## src/rtl/fir3_mac_seq.sv

```systemverilog
// fir3_mac_seq: sequential 3-tap fixed-point FIR stage.
// One shared signed N x N multiplier is used over three cycles (MAC0..MAC2).
// The sum is scaled by an arithmetic right shift of F, then saturated to N bits.
// done and y_out are registered, so they appear the cycle after FIN.
module fir3_mac_seq #(
   parameter int N = 16,
   parameter int F = 8
) (
   input  logic         clk,
   input  logic         reset,
   input  logic         start,
   input  logic [N-1:0] x_in,
   input  logic [N-1:0] coef_a0,
   input  logic [N-1:0] coef_a1,
   input  logic [N-1:0] coef_a2,
   output logic         busy,
   output logic         done,
   output logic [N-1:0] y_out
);

   localparam int ACC_W = 2 * N + 2;

   // Saturation bounds, expressed at accumulator width.
   localparam logic signed [ACC_W-1:0] MAX_V = {{(ACC_W - N + 1){1'b0}}, {(N - 1){1'b1}}};
   localparam logic signed [ACC_W-1:0] MIN_V = {{(ACC_W - N + 1){1'b1}}, {(N - 1){1'b0}}};

   typedef enum logic [2:0] {
      IDLE = 3'd0,
      MAC0 = 3'd1,
      MAC1 = 3'd2,
      MAC2 = 3'd3,
      FIN  = 3'd4
   } state_t;

   state_t                   state_r;
   state_t                   state_s;
   logic signed [N-1:0]      x_cap_r;
   logic signed [N-1:0]      c0_r;
   logic signed [N-1:0]      c1_r;
   logic signed [N-1:0]      c2_r;
   logic signed [N-1:0]      x1_r;
   logic signed [N-1:0]      x2_r;
   logic signed [ACC_W-1:0]  acc_r;
   logic signed [N-1:0]      mul_a_s;
   logic signed [N-1:0]      mul_b_s;
   logic signed [2*N-1:0]    prod_s;

   // Scale by 2^-F (floor) and clamp into the signed N-bit range.
   function automatic logic [N-1:0] sat_fn(input logic signed [ACC_W-1:0] v);
      logic signed [ACC_W-1:0] sh;
      sh = v >>> F;
      if (sh > MAX_V) begin
         sat_fn = MAX_V[N-1:0];
      end else if (sh < MIN_V) begin
         sat_fn = MIN_V[N-1:0];
      end else begin
         sat_fn = sh[N-1:0];
      end
   endfunction

   // Next-state logic for the MAC sequencer.
   always_comb begin
      state_s = state_r;
      case (state_r)
         IDLE: begin
            if (start) begin
               state_s = MAC0;
            end else begin
               state_s = IDLE;
            end
         end
         MAC0:    state_s = MAC1;
         MAC1:    state_s = MAC2;
         MAC2:    state_s = FIN;
         FIN:     state_s = IDLE;
         default: state_s = IDLE;
      endcase
   end

   // Operand select for the shared multiplier: one tap per MAC state.
   always_comb begin
      mul_a_s = '0;
      mul_b_s = '0;
      case (state_r)
         MAC0: begin
            mul_a_s = x_cap_r;
            mul_b_s = c0_r;
         end
         MAC1: begin
            mul_a_s = x1_r;
            mul_b_s = c1_r;
         end
         MAC2: begin
            mul_a_s = x2_r;
            mul_b_s = c2_r;
         end
         default: begin
            mul_a_s = '0;
            mul_b_s = '0;
         end
      endcase
   end

   assign prod_s = mul_a_s * mul_b_s;

   // State, datapath registers and registered outputs.
   always_ff @(posedge clk) begin
      if (reset) begin
         state_r <= IDLE;
         x_cap_r <= '0;
         c0_r    <= '0;
         c1_r    <= '0;
         c2_r    <= '0;
         x1_r    <= '0;
         x2_r    <= '0;
         acc_r   <= '0;
         busy    <= 1'b0;
         done    <= 1'b0;
         y_out   <= '0;
      end else begin
         state_r <= state_s;
         busy    <= (state_s != IDLE);
         done    <= (state_r == FIN);
         case (state_r)
            IDLE: begin
               if (start) begin
                  x_cap_r <= x_in;
                  c0_r    <= coef_a0;
                  c1_r    <= coef_a1;
                  c2_r    <= coef_a2;
                  acc_r   <= '0;
               end
            end
            MAC0, MAC1, MAC2: begin
               acc_r <= acc_r + {{2{prod_s[2*N-1]}}, prod_s};
            end
            FIN: begin
               y_out <= sat_fn(acc_r);
               x2_r  <= x1_r;
               x1_r  <= x_cap_r;
            end
            default: begin
               acc_r <= acc_r;
            end
         endcase
      end
   end

endmodule

```

## config.mk

```make
export PLATFORM = sky130hd
export DESIGN_NAME = fir3_mac_seq
export DESIGN_NICKNAME = d
export VERILOG_FILES = /design/src/rtl/fir3_mac_seq.sv
export SDC_FILE = /design/constraint.sdc
export NUM_CORES = 1
export LEC_CHECK = 0
export CAP_MARGIN = 20
export CORE_ASPECT_RATIO = 1.2
export CORE_MARGIN = 2
export CORE_UTILIZATION = 45
export CTS_BUF_LIST = sky130_fd_sc_hd__clkbuf_2 sky130_fd_sc_hd__clkbuf_4 sky130_fd_sc_hd__clkbuf_8
export DETAILED_ROUTE_END_ITERATION = 8
export PLACE_DENSITY_LB_ADDON = 0.12
export SLEW_MARGIN = 20
export SYNTH_ARGS = -nofsm -noshare
export SYNTH_HDL_FRONTEND = slang
export SYNTH_SLANG_ARGS = --single-unit
```

## constraint.sdc

```tcl
create_clock -name clk -period 10.86 [get_ports clk]
set_input_delay 2.172 -clock clk [delete_from_list [all_inputs] [get_ports clk]]
set_output_delay 2.172 -clock clk [all_outputs]
set_load 0.1 [all_outputs]
```

==> reports/qor.tcl <==
set qor(run_status) {finished, final reports clean}
set qor(post_synth_mux_area_share_pct) 2.134
set qor(gp_routability_congestion) 0.9357
set qor(number_of_antenna_violations_at_the_first_check_in_global_routing) 0
set qor(hold_buffers) 0
set qor(critical_path.slowest_cell) {sky130_fd_sc_hd__a21oi_1}
set qor(finalWirelength_um) 48180
set qor(synth-adder-area-share_pct) 38.70
set qor(grtUsageTotal_pct) 25.52
set qor(crit_path_start_kind) {register}
set qor(cts.root.buffer_cell) {sky130_fd_sc_hd__clkbuf_8}
set qor(ys_seq_elements) 151
set qor(final.setup.tns_ns) 0
set qor(cts_tree) {yes}
set qor(worst-endpoint-arrival_ns) 10.14
set qor(worst-r2r-cell-count) 34
set qor(h-tree-depth) 4
set qor(synth_top_cell_area_share_pct) 30.34
set qor(synth_sequential_area_ratio_pct) 17.42
set qor(synthesis.nets) 2534
set qor(crit_required_ns) 11.27
set qor(synth_enable_flop_cells) 0
set qor(synth_ff_type) {sky130_fd_sc_hd__dfxtp_1}
set qor(numPortBuffers) 84
set qor(worst_setup_hold_path_clk_slew_ns) 0.09
set qor(postSynthCellCount) 2088
set qor(top_level_ports) 85
set qor(die_area_um2) 40160
set qor(worst_hold_path_type) {register to register}
set qor(detail_route.drc_violations) 0
set qor(rows) 78
set qor(total_leakage_power_uw) 0.008874
set qor(post_route_cells_drive_above_1_share_pct) 5.720
set qor(final_area_um2) 19040
set qor(antenna-diode-count) 0
set qor(num_vias) 13980
set qor(synthToLayoutAreaGrowth_pct) 9.689
set qor(floorplan.die.height_um) 219.1
set qor(path_max_fanout) 37
set qor(max_cap_viol_count) 0
set qor(critical_path.max_stage_delay_ns) 0.87
set qor(final_net_count) 2567
set qor(grt_pass1_wl_um) 79540
set qor(drt.antenna.violating_nets) 0
set qor(critical-path-top-cell-by-count) {sky130_fd_sc_hd__fa_1}
set qor(first_global_vias) 14600
set qor(synth-xor-area-share_pct) 2.905
set qor(synth_top_cells_by_area) {sky130_fd_sc_hd__fa_1, sky130_fd_sc_hd__dfxtp_1, sky130_fd_sc_hd__nand2_1}
set qor(finalSetupViolCount) 0
set qor(yosys_warnings) 0
set qor(worstMarginPinSlew_ns) 1.127
set qor(initialDrtViolationCount) 786
set qor(drt-pass1-iter-count) 5
set qor(dominant_combinational_cell_family_by_area_after_synthesis) {adder cells}
set qor(slew-limit-headroom_pct) 24.85
set qor(cts_inserted_buffers) 17
set qor(clock_skew_ns) 0.01853
set qor(initial_core_util_pct) 45.72
set qor(globalRoute.totalOverflow) 0
set qor(finalHoldViolCount) 0
set qor(routed_wire_length_per_instance_um) 18.44
set qor(min_period_ns) 9.725
set qor(detailedPlacementHpwl_um) 38490
set qor(synth_top_cell_by_area) {sky130_fd_sc_hd__fa_1}
set qor(worst_ir_drop_vdd_uv) 75.47
set qor(power_density_nw_per_um2) 70.79
set qor(ys_types) 66
set qor(cts_buffer_depth) 2
set qor(drt-vias-per-instance) 5.349
set qor(largest_net_degree_at_the_start_of_global_routing) 77
set qor(slew_violations) 0
set qor(fp.coreArea_um2) 37960
set qor(synth_compound_gate_area_share_pct) 14.18
set qor(postSynth.asyncResetShare_pct) 0
set qor(fmaxAchievable_mhz) 102.8
set qor(clkLatencyLatePin_ns) 0.51
set qor(cp-end-kind) {register}
set qor(mappedNetlistArea_um2) 17360
set qor(worstHoldPathCells) 2
set qor(rsz0062_at_grt) {false}
set qor(postSynthAreaPerCell_um2) 8.312
set qor(cts.repair.resized) 0
set qor(clock_sinks) 151
set qor(post_synth_and_or_nand_nor_area_fraction_pct) 15.90
set qor(placed_cell_area_um2) 18650
set qor(post-route-period-util_pct) 89.55
set qor(dieWidth_um) 183.3
set qor(timing.setup.critical_path_class) {register to register}
set qor(post_cts.repair.setup_buffers) 0
-- report_power, final --
part           internal, µW  switching [µW]  leakage [µW]
Clock                   214             235      0.000192
Combinational           107             197       0.00745
Sequential              577            17.1       0.00123
Total                   898             450       0.00887
-- area by class of cell --
| cell class | instances | area, µm² |
|---|---|---|
| clock buffers | 20 | 262.8 |
| clock inverters | 11 | 123.9 |
| fillers | 3733 | 18930 |
| inverters | 310 | 1164 |
| multi-input cells | 1533 | 12840 |
| flip-flops and latches | 151 | 3024 |
| well taps | 480 | 600.6 |
| repair buffers | 108 | 1018 |
-- flip-flops by register name, summed over array words and instances, names as in the netlist, 16 cells and up --
name,count
acc_r,34
c0_r,16
c1_r,16
c2_r,16
x1_r,16
x2_r,16
x_cap_r,16
y_out,16
-- layout by cell type, fill, tap and decap left out, drive strengths merged, types with 5 or more instances in the layout --
master / netlist / layout
o21bai: 6 / 6
a22oi: 28 / 28
nand2: 390 / 390
or3: 9 / 9
nand3: 9 / 9
a21o: 52 / 52
xor2: 15 / 15
nor2: 188 / 188
and3: 8 / 8
mux2: 32 / 32
a22o: 5 / 5
xnor2: 40 / 40
a21oi: 184 / 184
inv: 310 / 312
ha: 116 / 116
clkdlybuf4s50: 0 / 83
or2: 13 / 13
nand4: 5 / 5
buf: 6 / 25
fa: 263 / 263
o21ai: 43 / 43
nor2b: 12 / 12
nor4: 9 / 9
dfxtp: 151 / 151
clkbuf: 88 / 20
a31oi: 7 / 7
o21a: 21 / 21
nor3: 21 / 21
-- metal layers --
metal / vias to the layer above / part of all wire (%) / track usage (%)
li1: 6694 / - / -
met4: 0 / 2.0 / 7.227
met2: 322 / 50 / 44.89
met3: 53 / 3.8 / 2.771
met5: - / 0 / 0
met1: 6907 / 44 / 33.30
-- cells by family (layout without fill, tap and decap cells) --
logic type / count (synthesis) / after routing
muxes: 33 / 33
xor gates and xnor gates: 56 / 56
AOI/OAI and AO/OA: 390 / 390
and+or+nand+nor: 675 / 675
adders and majority gates: 379 / 379
buffers and inverters: 404 / 449
DFF: 151 / 151
-- critical path, delay by kind of cell, from the launching register on --
family	cells	cell delay (ns)
compound gates	14	3.41
xor+xnor	1	0.14
fa+ha+maj	8	3.78
buf+inv	5	0.72
flops	1	0.31
simple gates	6	1.23
-- synth_stat cells, types with 9 or more instances --
cell	count
sky130_fd_sc_hd__a21o_1	52
sky130_fd_sc_hd__a21oi_1	182
sky130_fd_sc_hd__a22oi_1	28
sky130_fd_sc_hd__clkbuf_1	88
sky130_fd_sc_hd__dfxtp_1	151
sky130_fd_sc_hd__fa_1	263
sky130_fd_sc_hd__ha_1	116
sky130_fd_sc_hd__inv_1	310
sky130_fd_sc_hd__mux2_2	32
sky130_fd_sc_hd__nand2_1	390
sky130_fd_sc_hd__nand3_1	9
sky130_fd_sc_hd__nor2_1	188
sky130_fd_sc_hd__nor2b_1	12
sky130_fd_sc_hd__nor3_1	21
sky130_fd_sc_hd__o21a_1	21
sky130_fd_sc_hd__o21ai_0	40
sky130_fd_sc_hd__or2_2	13
sky130_fd_sc_hd__xnor2_1	40
sky130_fd_sc_hd__xor2_1	15
-- metrics by stage --
stage	worst slack (ns)	std cells	util, %	total power (µW)	hold slack (ns)
finish	1.135	2613	50.14	1348	0.4515
global route	0.4930	2613	50.14	1417	0.4737
CTS	1.075	2613	50.13	1368	0.4546
detailed placement	1.119	2582	49.11	911.1	0.4447
global placement	1.208	2582	49.08	910.5	0.4385
floorplan	1.869	2088	-	798.5	0.4329
-- worst paths after layout --
path	from	slack [ns]	to
setup reg to reg	state_r[1]$_SDFF_PP0_	1.14	acc_r[26]$_SDFFE_PP0P_
hold reg to reg	y_out[3]$_SDFFE_PP0P_	0.45	y_out[3]$_SDFFE_PP0P_
hold / removal	y_out[3]$_SDFFE_PP0P_	0.45	y_out[3]$_SDFFE_PP0P_
setup / recovery	state_r[1]$_SDFF_PP0_	1.14	acc_r[26]$_SDFFE_PP0P_
Power figures use the tool's default switching activity.
